File: src/rtl/load_store_unit_pkg.sv
// ----------------------------------------------------------------------------
// load_store_unit_pkg
// Shared definitions for the load/store unit: RV32 width codes, the four-state
// access sequencer encoding and small decode helpers used by both the request
// decoder and the load writeback path.
// No ports (package).
// ----------------------------------------------------------------------------
package load_store_unit_pkg;

    localparam int DATA_W = 32;

    // RV32 funct3 width codes
    localparam logic [2:0] F3_B  = 3'b000;
    localparam logic [2:0] F3_H  = 3'b001;
    localparam logic [2:0] F3_W  = 3'b010;
    localparam logic [2:0] F3_BU = 3'b100;
    localparam logic [2:0] F3_HU = 3'b101;

    typedef enum logic [1:0] {
        ST_IDLE = 2'd0,
        ST_REQ  = 2'd1,
        ST_WAIT = 2'd2,
        ST_DONE = 2'd3
    } lsu_state_e;

    // Codes with no RV32 meaning; stores only exist for B/H/W.
    function automatic logic f3_illegal(input logic we, input logic [2:0] f3);
        return (f3 == 3'b011) || (f3 == 3'b110) || (f3 == 3'b111) || (we && (f3 > F3_W));
    endfunction

    // Address bits that must be zero for a naturally aligned access.
    function automatic logic [1:0] low_mask(input logic [2:0] f3);
        case (f3[1:0])
            2'b00:   return 2'b00;
            2'b01:   return 2'b01;
            default: return 2'b11;
        endcase
    endfunction

endpackage

File: src/rtl/lsu_load_align.sv
// ----------------------------------------------------------------------------
// lsu_load_align
// Purely combinational load data alignment: shifts the read word down to the
// addressed byte lane and sign- or zero-extends according to funct3.
// Ports:
//   rdata   in  32  word returned by memory
//   addr_lo in  2   byte offset within the word
//   funct3  in  3   RV32 load width code
//   result  out 32  aligned, extended load value
// ----------------------------------------------------------------------------
module lsu_load_align
    import load_store_unit_pkg::*;
(
    input  logic [DATA_W-1:0] rdata,
    input  logic [1:0]        addr_lo,
    input  logic [2:0]        funct3,
    output logic [DATA_W-1:0] result
);

    logic [DATA_W-1:0]        shifted;
    logic signed [7:0]        byte_s;
    logic signed [15:0]       half_s;
    logic signed [DATA_W-1:0] byte_ext;
    logic signed [DATA_W-1:0] half_ext;

    always_comb begin
        shifted  = rdata >> {addr_lo, 3'b000};
        byte_s   = shifted[7:0];
        half_s   = shifted[15:0];
        byte_ext = 32'(byte_s);
        half_ext = 32'(half_s);
        case (funct3)
            F3_B:    result = byte_ext;
            F3_H:    result = half_ext;
            F3_BU:   result = {24'b0, shifted[7:0]};
            F3_HU:   result = {16'b0, shifted[15:0]};
            default: result = shifted;
        endcase
    end

endmodule

File: src/rtl/load_store_unit.sv
// ----------------------------------------------------------------------------
// load_store_unit
// Sequences one data-memory access per request (IDLE -> REQ -> WAIT -> DONE)
// between the core address path and a valid/ready memory bus. Stores get
// lane-replicated data and byte strobes; loads are aligned and extended.
// Illegal width codes and WAIT-state timeouts complete with an error.
//
// Build option: define LSU_MISALIGN_TRAP_EN to complete misaligned requests
// with an error and no bus traffic; when undefined, the address bits below the
// access width are cleared and the access proceeds normally.
//
// Parameter: TIMEOUT (>=2) WAIT cycles allowed before an access is abandoned.
// Ports:
//   lsu_clk, lsu_rst_n                 clock, synchronous active-low reset
//   lsu_req_valid/ready/we/funct3/addr/wdata   core request
//   mem_req_valid/ready, mem_addr/we/wstrb/wdata   bus request
//   mem_rsp_valid, mem_rdata           bus response / store acknowledge
//   lsu_rsp_valid/rdata/err            one-cycle completion to writeback
// ----------------------------------------------------------------------------
module load_store_unit
    import load_store_unit_pkg::*;
#(
    parameter int TIMEOUT = 64
) (
    input  logic              lsu_clk,
    input  logic              lsu_rst_n,
    input  logic              lsu_req_valid,
    output logic              lsu_req_ready,
    input  logic              lsu_req_we,
    input  logic [2:0]        lsu_req_funct3,
    input  logic [DATA_W-1:0] lsu_req_addr,
    input  logic [DATA_W-1:0] lsu_req_wdata,
    output logic              mem_req_valid,
    input  logic              mem_req_ready,
    output logic [DATA_W-1:0] mem_addr,
    output logic              mem_we,
    output logic [3:0]        mem_wstrb,
    output logic [DATA_W-1:0] mem_wdata,
    input  logic              mem_rsp_valid,
    input  logic [DATA_W-1:0] mem_rdata,
    output logic              lsu_rsp_valid,
    output logic [DATA_W-1:0] lsu_rsp_rdata,
    output logic              lsu_rsp_err
);

    localparam int CNT_W = $clog2(TIMEOUT);
    localparam logic [CNT_W-1:0] CNT_LAST = CNT_W'(TIMEOUT - 1);

    lsu_state_e        state, state_next;
    logic              we_r;
    logic [2:0]        f3_r;
    logic [1:0]        addr_lo_r;
    logic [CNT_W-1:0]  cnt;

    logic              req_trap;
    logic [DATA_W-1:0] req_addr_eff;
    logic [3:0]        store_strb;
    logic [DATA_W-1:0] store_wdata;
    logic [DATA_W-1:0] load_data;

    // Request decode: trap condition, effective address and store lanes.
    always_comb begin
`ifdef LSU_MISALIGN_TRAP_EN
        req_trap     = f3_illegal(lsu_req_we, lsu_req_funct3)
                     || (|(lsu_req_addr[1:0] & low_mask(lsu_req_funct3)));
        req_addr_eff = lsu_req_addr;
`else
        req_trap     = f3_illegal(lsu_req_we, lsu_req_funct3);
        req_addr_eff = {lsu_req_addr[31:2], lsu_req_addr[1:0] & ~low_mask(lsu_req_funct3)};
`endif
        store_strb  = 4'b0000;
        store_wdata = '0;
        if (lsu_req_we) begin
            case (lsu_req_funct3)
                F3_B: begin
                    store_strb  = 4'b0001 << req_addr_eff[1:0];
                    store_wdata = {4{lsu_req_wdata[7:0]}};
                end
                F3_H: begin
                    store_strb  = 4'b0011 << {req_addr_eff[1], 1'b0};
                    store_wdata = {2{lsu_req_wdata[15:0]}};
                end
                default: begin
                    store_strb  = 4'b1111;
                    store_wdata = lsu_req_wdata;
                end
            endcase
        end
    end

    lsu_load_align u_align (
        .rdata   (mem_rdata),
        .addr_lo (addr_lo_r),
        .funct3  (f3_r),
        .result  (load_data)
    );

    // State register
    always_ff @(posedge lsu_clk) begin
        if (!lsu_rst_n) state <= ST_IDLE;
        else            state <= state_next;
    end

    // Next-state logic; the response input only matters in WAIT.
    always_comb begin
        state_next = state;
        case (state)
            ST_IDLE: if (lsu_req_valid) state_next = req_trap ? ST_DONE : ST_REQ;
            ST_REQ:  if (mem_req_ready) state_next = ST_WAIT;
            ST_WAIT: if (mem_rsp_valid || (cnt == CNT_LAST)) state_next = ST_DONE;
            ST_DONE: state_next = ST_IDLE;
            default: state_next = ST_IDLE;
        endcase
    end

    // Control outputs decoded from state
    always_comb begin
        lsu_req_ready = (state == ST_IDLE);
        mem_req_valid = (state == ST_REQ);
        lsu_rsp_valid = (state == ST_DONE);
    end

    // Request capture, bus fields, timeout counter and response data.
    always_ff @(posedge lsu_clk) begin
        if (!lsu_rst_n) begin
            we_r          <= 1'b0;
            f3_r          <= '0;
            addr_lo_r     <= '0;
            cnt           <= '0;
            mem_addr      <= '0;
            mem_we        <= 1'b0;
            mem_wstrb     <= '0;
            mem_wdata     <= '0;
            lsu_rsp_rdata <= '0;
            lsu_rsp_err   <= 1'b0;
        end else begin
            case (state)
                ST_IDLE: begin
                    if (lsu_req_valid) begin
                        we_r          <= lsu_req_we;
                        f3_r          <= lsu_req_funct3;
                        addr_lo_r     <= req_addr_eff[1:0];
                        lsu_rsp_rdata <= '0;
                        lsu_rsp_err   <= req_trap;
                        // Bus fields are only updated for accesses that go out,
                        // so they stay stable for the whole REQ phase.
                        if (!req_trap) begin
                            mem_addr  <= {req_addr_eff[31:2], 2'b00};
                            mem_we    <= lsu_req_we;
                            mem_wstrb <= store_strb;
                            mem_wdata <= store_wdata;
                        end
                    end
                end
                ST_REQ: begin
                    if (mem_req_ready) cnt <= '0;
                end
                ST_WAIT: begin
                    cnt <= cnt + 1'b1;
                    if (mem_rsp_valid) begin
                        lsu_rsp_rdata <= we_r ? '0 : load_data;
                        lsu_rsp_err   <= 1'b0;
                    end else if (cnt == CNT_LAST) begin
                        lsu_rsp_rdata <= '0;
                        lsu_rsp_err   <= 1'b1;
                    end
                end
                ST_DONE: begin
                    lsu_rsp_rdata <= '0;
                    lsu_rsp_err   <= 1'b0;
                end
                default: ;
            endcase
        end
    end

endmodule

File: config.mk
export PLATFORM = sky130hd
export DESIGN_NAME = load_store_unit
export DESIGN_NICKNAME = d
export VERILOG_FILES = /design/src/rtl/load_store_unit_pkg.sv /design/src/rtl/lsu_load_align.sv /design/src/rtl/load_store_unit.sv
export SDC_FILE = /design/constraint.sdc
export NUM_CORES = 1
export LEC_CHECK = 0
export CORE_ASPECT_RATIO = 2
export CORE_MARGIN = 1
export CORE_UTILIZATION = 49
export DETAILED_ROUTE_END_ITERATION = 8
export PLACE_DENSITY = 0.85
export SYNTH_ARGS = -nofsm -noshare
export SYNTH_HDL_FRONTEND = slang
export SYNTH_HIERARCHICAL = 1
export SYNTH_SLANG_ARGS = --single-unit
File: constraint.sdc
create_clock -name lsu_clk -period 4.89 [get_ports lsu_clk]
set_input_delay 0.489 -clock lsu_clk [delete_from_list [all_inputs] [get_ports lsu_clk]]
set_output_delay 0.489 -clock lsu_clk [all_outputs]
set_load 0.01 [all_outputs]
==> impl_results.md, run 1 <==
* Clock transition at path regs at 0.06 ns
* CP max-delay cell: dfxtp_1
* Fin cells at 990
* Flop pwr share at 30.6%
* Core Rows at 56
* Port bufs at 207
* 1st-pass router iterations at 5
* CTS Hold Bufs at 0
* Clock root buffer: clkbuf_16
* Relative slew slack at 22.62%
* Layout cells sized above 1 at 11.60%
* Net Sw Frac at 32.91%
* Leakage power at 2.838 nW
* Post-DRT Antenna Nets at 0
* Seq/Total Area, Yosys at 39.01%
* Max-slew violation count at 0
* Comb power frac at 30.2%
* Total die area at 12410 sq um
* Reg-to-reg endpoint: lsu_rsp_rdata[19]
* Multi-input logic area at 3196 sq um
* H-tree depth at 4
* Max Fclk at 347.1 MHz
* Fin crit period at 2.881 ns
* Worst R2R Setup Slack at 2.01 ns
* Hold Startpoint: mem_wdata[9]
* Initial Utilization at 50.00%
* Total CTS buffers at 17
* Gate Count Post-Synth at 660
* Number of synthesized flops with an enable pin at 0
* Ys Warns at 6
* Grt ovf at 0
* Synth async-reset ratio at 0%
* Main synth FF type: dfxtp_1
* Slowest cell delay on critical path at 0.81 ns
* Setup repair after global routing missed its margin: no
* # Post-CTS Setup Buffers at 0
* Diodes inserted at 0
* Crit Path Max Fanout at 19
* CP most frequent cell: mux2i_1
* Hold Path End: mem_wdata[9]
* WP buf/inv at 1
* Delay-heaviest family, CP: compound AO/OA/AOI/OAI gates
* R2R cell count at 7
* Width of the die at 79.27 um
* HPWL after DPL at 13310 um
* Largest net degree at the start of global routing at 112
* Max cap viols at 0
* Status: completed
* Endpoint class of the critical path: flop
* Internal power at 0.002352 W
* Crit path launch type: flop
* Worst VDD drop at 0.0002775 V
* Mean Syn Cell Area at 8.865 sq um
* Switching power at 0.001153 W
* Synth cell types at 53
* Register Area at 2282 sq um
* Crit path required time at 5.19 ns
* DRC viols at 0
* Chip height at 156.5 um
* Setup-failing EPs final at 0
* CTS sink cnt at 114
* Measured slew at the worst slew-check pin at 1.160 ns
* Nets at 942
* First-pass GRT wire length at 28470 um
* Resized Gates After CTS at 0
* Area of the mapped netlist at 5851 sq um
* TritonCTS clock tree: built
* Arrival time worst endpoint at 3.18 ns
* Top Ports at 210
* GPL Wtd Cong at 0.9112
* Hold slack at 0.4451 ns
* Via density per instance at 5.745
* Average routed wire per standard cell at 18.77 um
* Min-delay worst type: reg2reg
* Vias in the first global route at 5849
* Placed cell count at 958
* Power, Total at 0.003505 W
* Core Footprint at 11700 sq um
* Clock Power Share at 39.2%
* WL final at 18580 um
* Worst-skew pair later-pin latency at 0.41 ns
* Pwr dens at 415.9 nW/um^2
* Flip-flop and latch count after synthesis at 114
* Fill count at 864
* WS Path Type: reg2reg
* Tot GR Track Use at 30.37%
* RR Startpoint: addr_lo_r[0]
* Via count at 5688
* Clk_skew at 0.006209 ns
* Setup_tns at 0 ns
* DRC violation total after the first TritonRoute iteration at 241
* Area grow syn2layout at 44.03%
* Critical-path cell list: buf_4 -> mux2i_1 -> mux2i_1 -> o211ai_2 -> o21ai_0 -> nand4_1 -> a21boi_1
* Worst hold path depth at 2
* Final hold vios at 0
* Max clock buf depth at 2
* Initial antenna violation count at 0
* Final period utilization at 58.91%
[Yosys cell counts, types with 2 or more instances]
master	count	share of area [%]
nor2_1	23	1.5
mux2i_1	29	5.0
nand2_1	106	6.8
xnor2_1	2	0.30
nor3_1	3	0.26
clkbuf_2	4	0.34
a211oi_1	15	1.9
o311a_1	2	0.34
o21ai_1	8	0.68
nor3b_1	2	0.26
a21boi_0	14	1.8
o21ai_2	3	0.45
dfxtp_1	114	39
nor2b_1	34	3.6
and2_1	3	0.32
inv_1	5	0.32
nand3_1	2	0.17
o21ai_0	55	4.7
nand3b_1	2	0.26
mux2_2	8	1.5
a22oi_1	20	2.6
nand4_1	32	3.4
buf_6	9	1.7
clkbuf_1	19	1.2
a211oi_2	7	1.5
a21oi_1	13	1.1
a21boi_2	31	6.0
nand2b_1	3	0.32
buf_2	12	1.0
a21boi_1	38	4.9
nor2_4	2	0.38
ha_1	5	1.1
buf_4	15	1.9
[worst reg2reg max path, cell delays in order (launching register included)]
cell and delay (ns):
dfxtp_1 0.81, buf_4 0.38, mux2i_1 0.30, mux2i_1 0.14
o211ai_2 0.55, o21ai_0 0.34, nand4_1 0.16, a21boi_1 0.09
[worst max path at each step]
stage                            from                end  slack (ns)  cells past startpoint
floorplan                    state[0]       mem_addr[10]        3.27                      8
global placement    lsu_req_funct3[0]       mem_wdata[0]        1.72                      6
detailed placement  lsu_req_funct3[0]       mem_wstrb[1]        1.62                      6
CTS                 lsu_req_funct3[0]       mem_wdata[5]        2.03                      6
global route        lsu_req_funct3[0]       mem_wdata[5]        1.82                      6
finish                   addr_lo_r[0]  lsu_rsp_rdata[19]        2.01                      7
[placed cells by master (no fill, tap or decap), types with 2 or more instances in the layout]
| cell | Yosys | layout |
|---|---|---|
| a211oi_1 | 15 | 15 |
| a211oi_2 | 7 | 7 |
| a21boi_0 | 14 | 14 |
| a21boi_1 | 38 | 38 |
| a21boi_2 | 31 | 31 |
| a21oi_1 | 13 | 13 |
| a22oi_1 | 20 | 20 |
| and2_1 | 3 | 3 |
| buf_4 | 15 | 4 |
| bufinv_16 | 0 | 5 |
| clkbuf_1 | 19 | 2 |
| clkbuf_16 | 0 | 17 |
| clkdlybuf4s50_1 | 0 | 206 |
| clkinv_4 | 0 | 3 |
| clkinvlp_4 | 0 | 2 |
| conb_1 | 1 | 2 |
| dfxtp_1 | 114 | 114 |
| ha_1 | 5 | 5 |
| inv_1 | 5 | 5 |
| mux2_2 | 8 | 8 |
| mux2i_1 | 29 | 29 |
| nand2_1 | 106 | 106 |
| nand2b_1 | 3 | 3 |
| nand3_1 | 2 | 2 |
| nand3b_1 | 2 | 2 |
| nand4_1 | 32 | 32 |
| nor2_1 | 23 | 23 |
| nor2_4 | 2 | 2 |
| nor2b_1 | 34 | 34 |
| nor3_1 | 3 | 3 |
| nor3b_1 | 2 | 2 |
| o21ai_0 | 55 | 55 |
| o21ai_1 | 8 | 8 |
| o21ai_2 | 3 | 2 |
| o311a_1 | 2 | 2 |
| xnor2_1 | 2 | 2 |
[metal layers]
| metal | vias to the layer above | global-route usage, % | wire (um) |
|---|---|---|---|
| li1 | 2677 | - | - |
| met4 | 0 | 20.26 | 1151 |
| met1 | 2672 | 26.89 | 6116 |
| met5 | - | 0 | 0 |
| met2 | 274 | 56.49 | 10100 |
| met3 | 65 | 9.738 | 1208 |
[power groups by stage]
stage	Combinational [W]	Clock, W	Sequential, W
3_5_place_dp	0.00104	0	0.00109
4_1_cts	0.00105	0.00139	0.00107
6_report	0.00106	0.00137	0.00107
5_1_grt	0.00115	0.00143	0.00108
2_1_floorplan	0.000694	0	0.00110
3_3_place_gp	0.00102	0	0.00108
[registers in the layout (all words and copies together), names as in the netlist]
register,count
lsu_rsp_rdata,32
we_r,1
mem_addr,30
mem_we,1
f3_r,3
mem_wdata,32
state,2
lsu_rsp_err,1
addr_lo_r,2
mem_wstrb,4
cnt,6
[per-stage QoR]
stage / setup slack (ns) / util, % / area, sq um
after global placement: 1.720 / 66.45 / 7775
after global routing: 1.816 / 72.02 / 8427
after floorplan: 3.273 / - / 5854
final: 2.009 / 72.02 / 8427
after detailed placement: 1.624 / 66.45 / 7775
after CTS: 2.029 / 72.02 / 8427
[cell families (layout without fill, tap and decap cells)]
family	Yosys count	count (layout)	share of synthesized area, %
buffers and inverters	64	248	6.566
AOI/OAI and AO/OA	215	215	27.78
xor gates and xnor gates	3	3	0.4492
other	1	2	0.06410
and+or+nand+nor	221	221	18.56
adders and majority gates	5	5	1.069
muxes	37	37	6.501
DFF	114	114	39.01
[area by class of cell]
cell class / instances / share of cell area [%]
multi-input combinational: 483 / 37.92
sequential: 114 / 27.08
timing repair buffer: 211 / 24.88
clock buffer: 20 / 5.301
clock inverter: 12 / 2.435
tap: 145 / 2.153
inverter: 5 / 0.2227
(Power assumes the default switching activity.)
==> run 2: changes to the inputs <==
CORE_UTILIZATION = 41   (was 49)
PLACE_DENSITY = 0.75   (was 0.85)
clock period = 2.5 ns   (was 4.89 ns; I/O delays follow)
==> impl_results.md, run 2 (synthesis gave the netlist of run 1 again) <==
* CP max-delay cell: ha_1
* Crit path required time at 2.81 ns
* Relative slew slack at 54.53%
* Width of the die at 86.47 um
* Tot GR Track Use at 25.27%
* Crit Path Max Fanout at 32
* Setup repair after global routing missed its margin: no
* Placed cell count at 1011
* Nets at 951
* Core Rows at 61
* Layout cells sized above 1 at 12.56%
* Port bufs at 207
* Min-delay worst type: in2reg
* Fin crit period at 2.108 ns
* Initial Utilization at 42.12%
* WS Path Type: reg2reg
* Vias in the first global route at 5718
* 1st-pass router iterations at 7
* Post-DRT Antenna Nets at 0
* Arrival time worst endpoint at 2.42 ns
* HPWL after DPL at 13980 um
* Fill count at 1209
* Final period utilization at 84.32%
* Total CTS buffers at 17
* Total die area at 14780 sq um
* Max-slew violation count at 0
* WP buf/inv at 2
* Slowest cell delay on critical path at 0.46 ns
* Most frequent cells in the layout: clkdlybuf4s50_1 (206), dfxtp_1 (114), nand2_1 (106)
* Largest net degree at the start of global routing at 68
* Via density per instance at 5.329
* Power, Total at 0.006703 W
* First-pass GRT wire length at 28390 um
* Core Footprint at 13890 sq um
* Diodes inserted at 0
* Clock root buffer: clkbuf_16
* Worst hold path depth at 3
* CTS Hold Bufs at 0
* Leakage power at 2.872 nW
* TritonCTS clock tree: built
* Resized Gates After CTS at 0
* Average routed wire per standard cell at 17.99 um
* Via count at 5548
* Max cap viols at 0
* DRC violation total after the first TritonRoute iteration at 191
* Worst VDD drop at 0.0007283 V
* Top Ports at 210
* Crit path launch type: flop
* Most common cell after layout, fill and taps aside: clkdlybuf4s50_1
* Status: completed
* Final hold vios at 0
* Clk_skew at 0.01248 ns
* DRC viols at 0
* Fin cells at 1041
* WL final at 18730 um
* Setup_tns at 0 ns
* Endpoint class of the critical path: flop
* # Post-CTS Setup Buffers at 0
* Crit path depth at 7
* Grt ovf at 0
* Worst-skew pair later-pin latency at 0.41 ns
* Critical-path cell list: inv_1 -> ha_1 -> nor2b_2 -> and2_1 -> buf_4 -> o21ai_0 -> a21boi_0
* Max clock buf depth at 2
* Max Fclk at 474.4 MHz
* Setup-failing EPs final at 0
* Area grow syn2layout at 45.85%
* CTS sink cnt at 114
* Regs by FF count: lsu_rsp_rdata (32), mem_wdata (32), mem_addr (30)
* Delay-heaviest family, CP: adder cells
* GPL Wtd Cong at 0.9783
* Clock transition at path regs at 0.06 ns
* Initial antenna violation count at 0
* Measured slew at the worst slew-check pin at 0.6820 ns
* Chip height at 170.9 um
* Pwr dens at 785.6 nW/um^2
* R2R cell count at 7
* H-tree depth at 4
==> run 2: cell count changes in the layout (fill, tap and decap cells not counted), sizes merged <==
cell / change
inv: -1
clkbuf: +1
clkinv: -2
clkinvlp: +2
buf: +9
bufinv: -2
==> run 2: path summary, 6_finish.rpt <==
check | start | end | slack (ns)
min | lsu_req_addr[11] | mem_addr[11] | 0.39
max reg2reg | state[0] | lsu_rsp_rdata[9] | 0.39
max | state[0] | lsu_rsp_rdata[9] | 0.39
min reg2reg | mem_wdata[30] | mem_wdata[30] | 0.45
==> run 2: through the flow <==
stage,setup slack [ns],hold slack [ns],utilization [%],instance area [sq um]
finish,0.3919,0.3890,61.43,8533
detailed placement,0.3293,0.4430,57.03,7923
CTS,0.3992,0.3817,61.43,8533
global route,0.2142,0.4036,61.43,8533
floorplan,0.8833,0.3949,-,5854
global placement,0.4099,0.4369,57.03,7923
==> run 2: area by class of cell <==
cell class                 count  area (sq um)  area share [%]
inverter                       5         18.77          0.2199
timing repair buffer         220          2190           25.66
sequential                   114          2282           26.74
clock buffer                  21         480.5           5.631
tap                          189         236.5           2.771
clock inverter                 9         130.1           1.525
multi-input combinational    483          3196           37.45
==> run 2: power breakdown <==
part	total (W)	leakage (nW)	switching (W)	internal, W
logic	0.00212	1.66	0.00126	0.000858
registers	0.00209	0.924	0.000112	0.00198
clock network	0.00250	0.289	0.000840	0.00166
==> run 2: per-layer routing <==
| metal | wire length [um] | track usage, % |
|---|---|---|
| met3 | 977 | 6.271 |
| met4 | 990 | 16.59 |
| met5 | 0 | 0 |
| met2 | 10390 | 48.21 |
| met1 | 6372 | 22.82 |
==> run 2: worst register-to-register path, cell delays in order (launching register included) <==
cell and delay (ns):
dfxtp_1 0.32, inv_1 0.11, ha_1 0.46, nor2b_2 0.26, and2_1 0.20, buf_4 0.32
o21ai_0 0.14, a21boi_0 0.22
==> run 3: changes to the inputs <==
clock period = 1.8 ns   (was 2.5 ns; I/O delays follow)
==> impl_results.md, run 3 (synthesis gave the netlist of run 1 again) <==
* Status: completed
* Nets at 990
* R2R cell count at 7
* Clock Power Share at 33.4%
* Crit Path Max Fanout at 3
* RR Startpoint: state[0]
* Average routed wire per standard cell at 18.00 um
* GR Layer Usage met1 at 23.46%
* Hold Startpoint: lsu_rst_n
* Final instance area at 8971 sq um
* Initial antenna violation count at 0
* Final core utilization at 64.58%
* Crit path launch type: flop
* 1st-pass router iterations at 4
* Fin cells at 1082
* Clock root buffer: clkbuf_16
* Final hold vios at 0
* Placed cell count at 1050
* TritonCTS clock tree: built
* Power, Total at 0.009760 W
* Global-route met2 utilization at 52.35%
* Largest net degree at the start of global routing at 68
* Initial Utilization at 42.12%
* Layout cells sized above 1 at 17.26%
* Via density per instance at 5.296
* Internal power at 0.006519 W
* Max cap viols at 0
* Flop pwr share at 29.8%
* Worst hold path depth at 2
* First-pass GRT wire length at 29640 um
* Width of the die at 86.47 um
* Worst VDD drop at 0.0007748 V
* Reg-to-reg endpoint: lsu_rsp_rdata[31]
* WL final at 19480 um
* Net Sw Frac at 33.21%
* Worst R2R Setup Slack at 0.09 ns
* H-tree depth at 4
* Max clock buf depth at 2
* Max Fclk at 568.9 MHz
* GPL Wtd Cong at 0.9392
* DRC viols at 0
* WS Path Type: reg2out
* GR peak layer: met2
* Comb power frac at 36.8%
* Most frequent cells in the layout: clkdlybuf4s50_1 (204), dfxtp_1 (113), nand2_1 (106)
* Post-DRT Antenna Nets at 0
* Min-delay worst type: in2reg
* Port bufs at 207
* Critical path endpoint: lsu_rsp_valid
* Switching power at 0.003241 W
* Clk_skew at 0.01148 ns
* Clock transition at path regs at 0.05 ns
* Leakage power at 3.095 nW
* Via count at 5730
* Worst-skew pair later-pin latency at 0.40 ns
* M3 GR Usage at 5.692%
* HPWL after DPL at 14570 um
* Post-DP Area at 8353 sq um
* Core Rows at 61
* Setup-failing EPs final at 0
* Area grow syn2layout at 53.34%
* Fill count at 1216
* Vias in the first global route at 5882
* Total CTS buffers at 17
* Max-slew violation count at 0
* Chip height at 170.9 um
* Top Ports at 210
* CTS sink cnt at 114
* Tot GR Track Use at 26.36%
* Grt ovf at 0
* Total die area at 14780 sq um
* Arrival time worst endpoint at 1.58 ns
* Crit path launch: state[0]
* Final period utilization at 97.66%
* DRC violation total after the first TritonRoute iteration at 204
* Regs by FF count: lsu_rsp_rdata (32), mem_wdata (32), mem_addr (30)
* Pwr dens at 1088 nW/um^2
* # Post-CTS Setup Buffers at 0
* Crit path required time at 1.62 ns
* Fin crit period at 1.758 ns
* Endpoint class of the critical path: primary output
* Core Footprint at 13890 sq um
* Most common cell after layout, fill and taps aside: clkdlybuf4s50_1
run 3: critical path, cell delays in order (launching register included):
cell	delay (ns)
dfxtp_1	0.39
ha_2	0.25
clkdlybuf4s50_1	0.54
run 3: power by group through the flow:
stage	Sequential, W	Clock, W	Combinational [W]
after global routing	0.00293	0.00342	0.00386
after CTS	0.00290	0.00330	0.00354
after detailed placement	0.00295	0	0.00349
after floorplan	0.00299	0	0.00189
after global placement	0.00293	0	0.00340
final	0.00291	0.00326	0.00360
run 3: worst min-delay path by stage:
stage and end:
6_report lsu_rsp_rdata[1], 5_1_grt lsu_rsp_rdata[5], 4_1_cts lsu_rsp_rdata[1], 3_5_place_dp mem_wdata[8]
3_3_place_gp mem_wdata[24], 2_1_floorplan mem_addr[10]
run 3: metal layers:
metal	wire length, um	part of all wire (%)
met1	6427	33
met2	11140	57
met3	998	5.1
met4	916	4.7
met5	0	0
run 3: layout make-up:
class | instances | area, sq um | share of cell area [%]
Sequential cell | 114 | 2283 | 25.45
Multi-Input combinational cell | 483 | 3233 | 36.04
Tap cell | 189 | 236.5 | 2.636
Timing Repair Buffer | 259 | 2625 | 29.26
Clock inverter | 9 | 107.6 | 1.199
Inverter | 5 | 18.77 | 0.2092
Antenna cell | 1 | 2.502 | 0.02789
Clock buffer | 22 | 464.2 | 5.174
run 3: stage by stage:
step                      TNS (ns)  hold slack (ns)  setup slack, ns
after CTS                        0           0.1670         0.006269
after global placement           0           0.4413          0.01782
after floorplan                  0           0.3249           0.1833
after global routing      -0.01557           0.1815        -0.008086
final                            0           0.1828          0.04207
after detailed placement    -1.079           0.4412         -0.05576
run 3: what timing repair did:
item	in CTS	in global routing
hold buffers	0	0
endpoints found under the hold margin	0	0
endpoints found under the setup margin	20	37
resized for setup	7	8
==> RTL change, RTL diff (config.mk and constraints of run 3) <==
Register the output `lsu_rsp_err` once more; this adds one clock of latency there. The other outputs are not delayed to match.
--- a/src/rtl/load_store_unit.sv
+++ b/src/rtl/load_store_unit.sv
@@ -45,6 +45,8 @@
 
     localparam int CNT_W = $clog2(TIMEOUT);
     localparam logic [CNT_W-1:0] CNT_LAST = CNT_W'(TIMEOUT - 1);
+
+    logic lsu_rsp_err_s0;
 
     lsu_state_e        state, state_next;
     logic              we_r;
@@ -132,7 +134,7 @@
             mem_wstrb     <= '0;
             mem_wdata     <= '0;
             lsu_rsp_rdata <= '0;
-            lsu_rsp_err   <= 1'b0;
+            lsu_rsp_err_s0 <= 1'b0;
         end else begin
             case (state)
                 ST_IDLE: begin
@@ -141,7 +143,7 @@
                         f3_r          <= lsu_req_funct3;
                         addr_lo_r     <= req_addr_eff[1:0];
                         lsu_rsp_rdata <= '0;
-                        lsu_rsp_err   <= req_trap;
+                        lsu_rsp_err_s0 <= req_trap;
                         // Bus fields are only updated for accesses that go out,
                         // so they stay stable for the whole REQ phase.
                         if (!req_trap) begin
@@ -159,20 +161,24 @@
                     cnt <= cnt + 1'b1;
                     if (mem_rsp_valid) begin
                         lsu_rsp_rdata <= we_r ? '0 : load_data;
-                        lsu_rsp_err   <= 1'b0;
+                        lsu_rsp_err_s0 <= 1'b0;
                     end else if (cnt == CNT_LAST) begin
                         lsu_rsp_rdata <= '0;
-                        lsu_rsp_err   <= 1'b1;
+                        lsu_rsp_err_s0 <= 1'b1;
                     end
                 end
                 ST_DONE: begin
                     lsu_rsp_rdata <= '0;
-                    lsu_rsp_err   <= 1'b0;
+                    lsu_rsp_err_s0 <= 1'b0;
                 end
                 default: ;
             endcase
         end
     end
 
+    always_ff @(posedge lsu_clk) begin
+        lsu_rsp_err <= lsu_rsp_err_s0;
+    end
+
 endmodule
 
Behaviour: not the same (Yosys sat finds a counterexample within 4 cycles, from zero or initial values and one cycle with lsu_rst_n low).
==> RTL change against run 3 <==
  * Synthesized cell count increased by 0.15%
  * Total power shrank 3.0%
  * Routed wire length fell by 0.64%
  * Critical path type unchanged
  * Die area up 0.33%
  * Area after synthesis up 0.34%
  * Setup slack worse by 0.017 ns
  * Sequential cell count grew 1
  * Maximum frequency decreased by 0.98%
  * Critical endpoint unchanged
  * Clock power shrank 5%
  * Non-clock buffer count decreased by 1
  * Cell area fell by 0.75%
  * Combinational power down 4%
  * Critical path depth did not move
==> RTL change: results <==
export IMPL_status="finished, final reports clean"
export IMPL_first_global_vias=5958
export IMPL_utilization_pct=63.7
export IMPL_min_delay_worst_endpoint="mem_addr[27]"
export IMPL_p_seq_share_pct=30.9
export IMPL_synth_compound_area_share_pct=27.7
export IMPL_hpwl_um=14700
export IMPL_min_from="lsu_req_addr[27]"
export IMPL_synthAdderAreaFrac_pct=1.07
export IMPL_vias=5812
export IMPL_comb_power_uw=3460
export IMPL_antennaDiodeCount=0
export IMPL_holdPathStages=3
export IMPL_skew_ns=0.0104
export IMPL_place_area_mm2=0.00834
export IMPL_p_leak_uw=0.00307
export IMPL_synthMuxAreaShare_pct=6.48
export IMPL_yosys_top_cells_count="115 x dfxtp_1, 106 x nand2_1, 55 x o21ai_0"
export IMPL_grt_pass1_wl_um=30300
export IMPL_regToRegEndpoint="lsu_rsp_rdata[22]"
export IMPL_grt_max_degree=46
export IMPL_synthTopCellsByArea="dfxtp_1 39%, nand2_1 6.8%, a21boi_2 5.9%, mux2i_1 4.9%, a21boi_1 4.9%"
export IMPL_arrival_ns=1.60
export IMPL_fill_cells=1204
export IMPL_drive_above_1_share_pct=17.2
export IMPL_wl_per_cell_um=17.9
export IMPL_seq_area_frac_synth_pct=39.2
export IMPL_power_density_mw_per_mm2=1060
export IMPL_track_usage_pct=26.8
==> RTL change: changes by cell type after synthesis, sizes merged <==
cell	before	now
dfxtp	114	115
==> RTL change: critical path, stage by stage (launching register included) <==
cell and delay [ns]:
dfxtp_1 0.38, ha_1 0.25, clkdlybuf4s50_1 0.56
==> RTL change: area by class of cell <==
cell class	count	share of cell area, %
well taps	189	2.66
inverters	5	0.211
clock buffers	18	4.93
flip-flops and latches	115	25.9
multi-input cells	483	36.1
clock inverters	13	1.19
repair buffers	258	29.0
==> RTL change: routing by layer <==
| metal | wire, um | track usage, % |
|---|---|---|
| met5 | 0 | 0 |
| met4 | 1070 | 17.9 |
| met3 | 1150 | 6.05 |
| met2 | 10700 | 50.6 |
| met1 | 6390 | 24.9 |
==> RTL change: per-stage QoR <==
stage / cells / hold slack [ns] / setup slack, ns
4_1_cts: 1081 / 0.298 / 0.0219
5_1_grt: 1081 / 0.326 / -0.0373
3_3_place_gp: 1050 / 0.338 / -0.00903
6_report: 1081 / 0.321 / 0.0247
2_1_floorplan: 662 / 0.325 / 0.183
3_5_place_dp: 1050 / 0.339 / -0.173
==> RTL change: worst max-delay path by stage <==
stage	from	endpoint	slack, ns	cells past startpoint
after global routing	state[0]	lsu_rsp_rdata[0]	-0.04	8
after floorplan	state[0]	mem_addr[10]	0.18	8
after CTS	state[0]	lsu_rsp_valid	0.02	2
final	state[1]	lsu_rsp_valid	0.02	2
after global placement	mem_rdata[31]	lsu_rsp_rdata[19]	-0.009	8
after detailed placement	mem_rdata[31]	lsu_rsp_rdata[22]	-0.17	8
==> RTL change: repair_timing <==
action                                  in CTS  in global routing
pin swaps                                    0                  0
endpoints found under the setup margin       5                 16
resized for setup                            7                  3
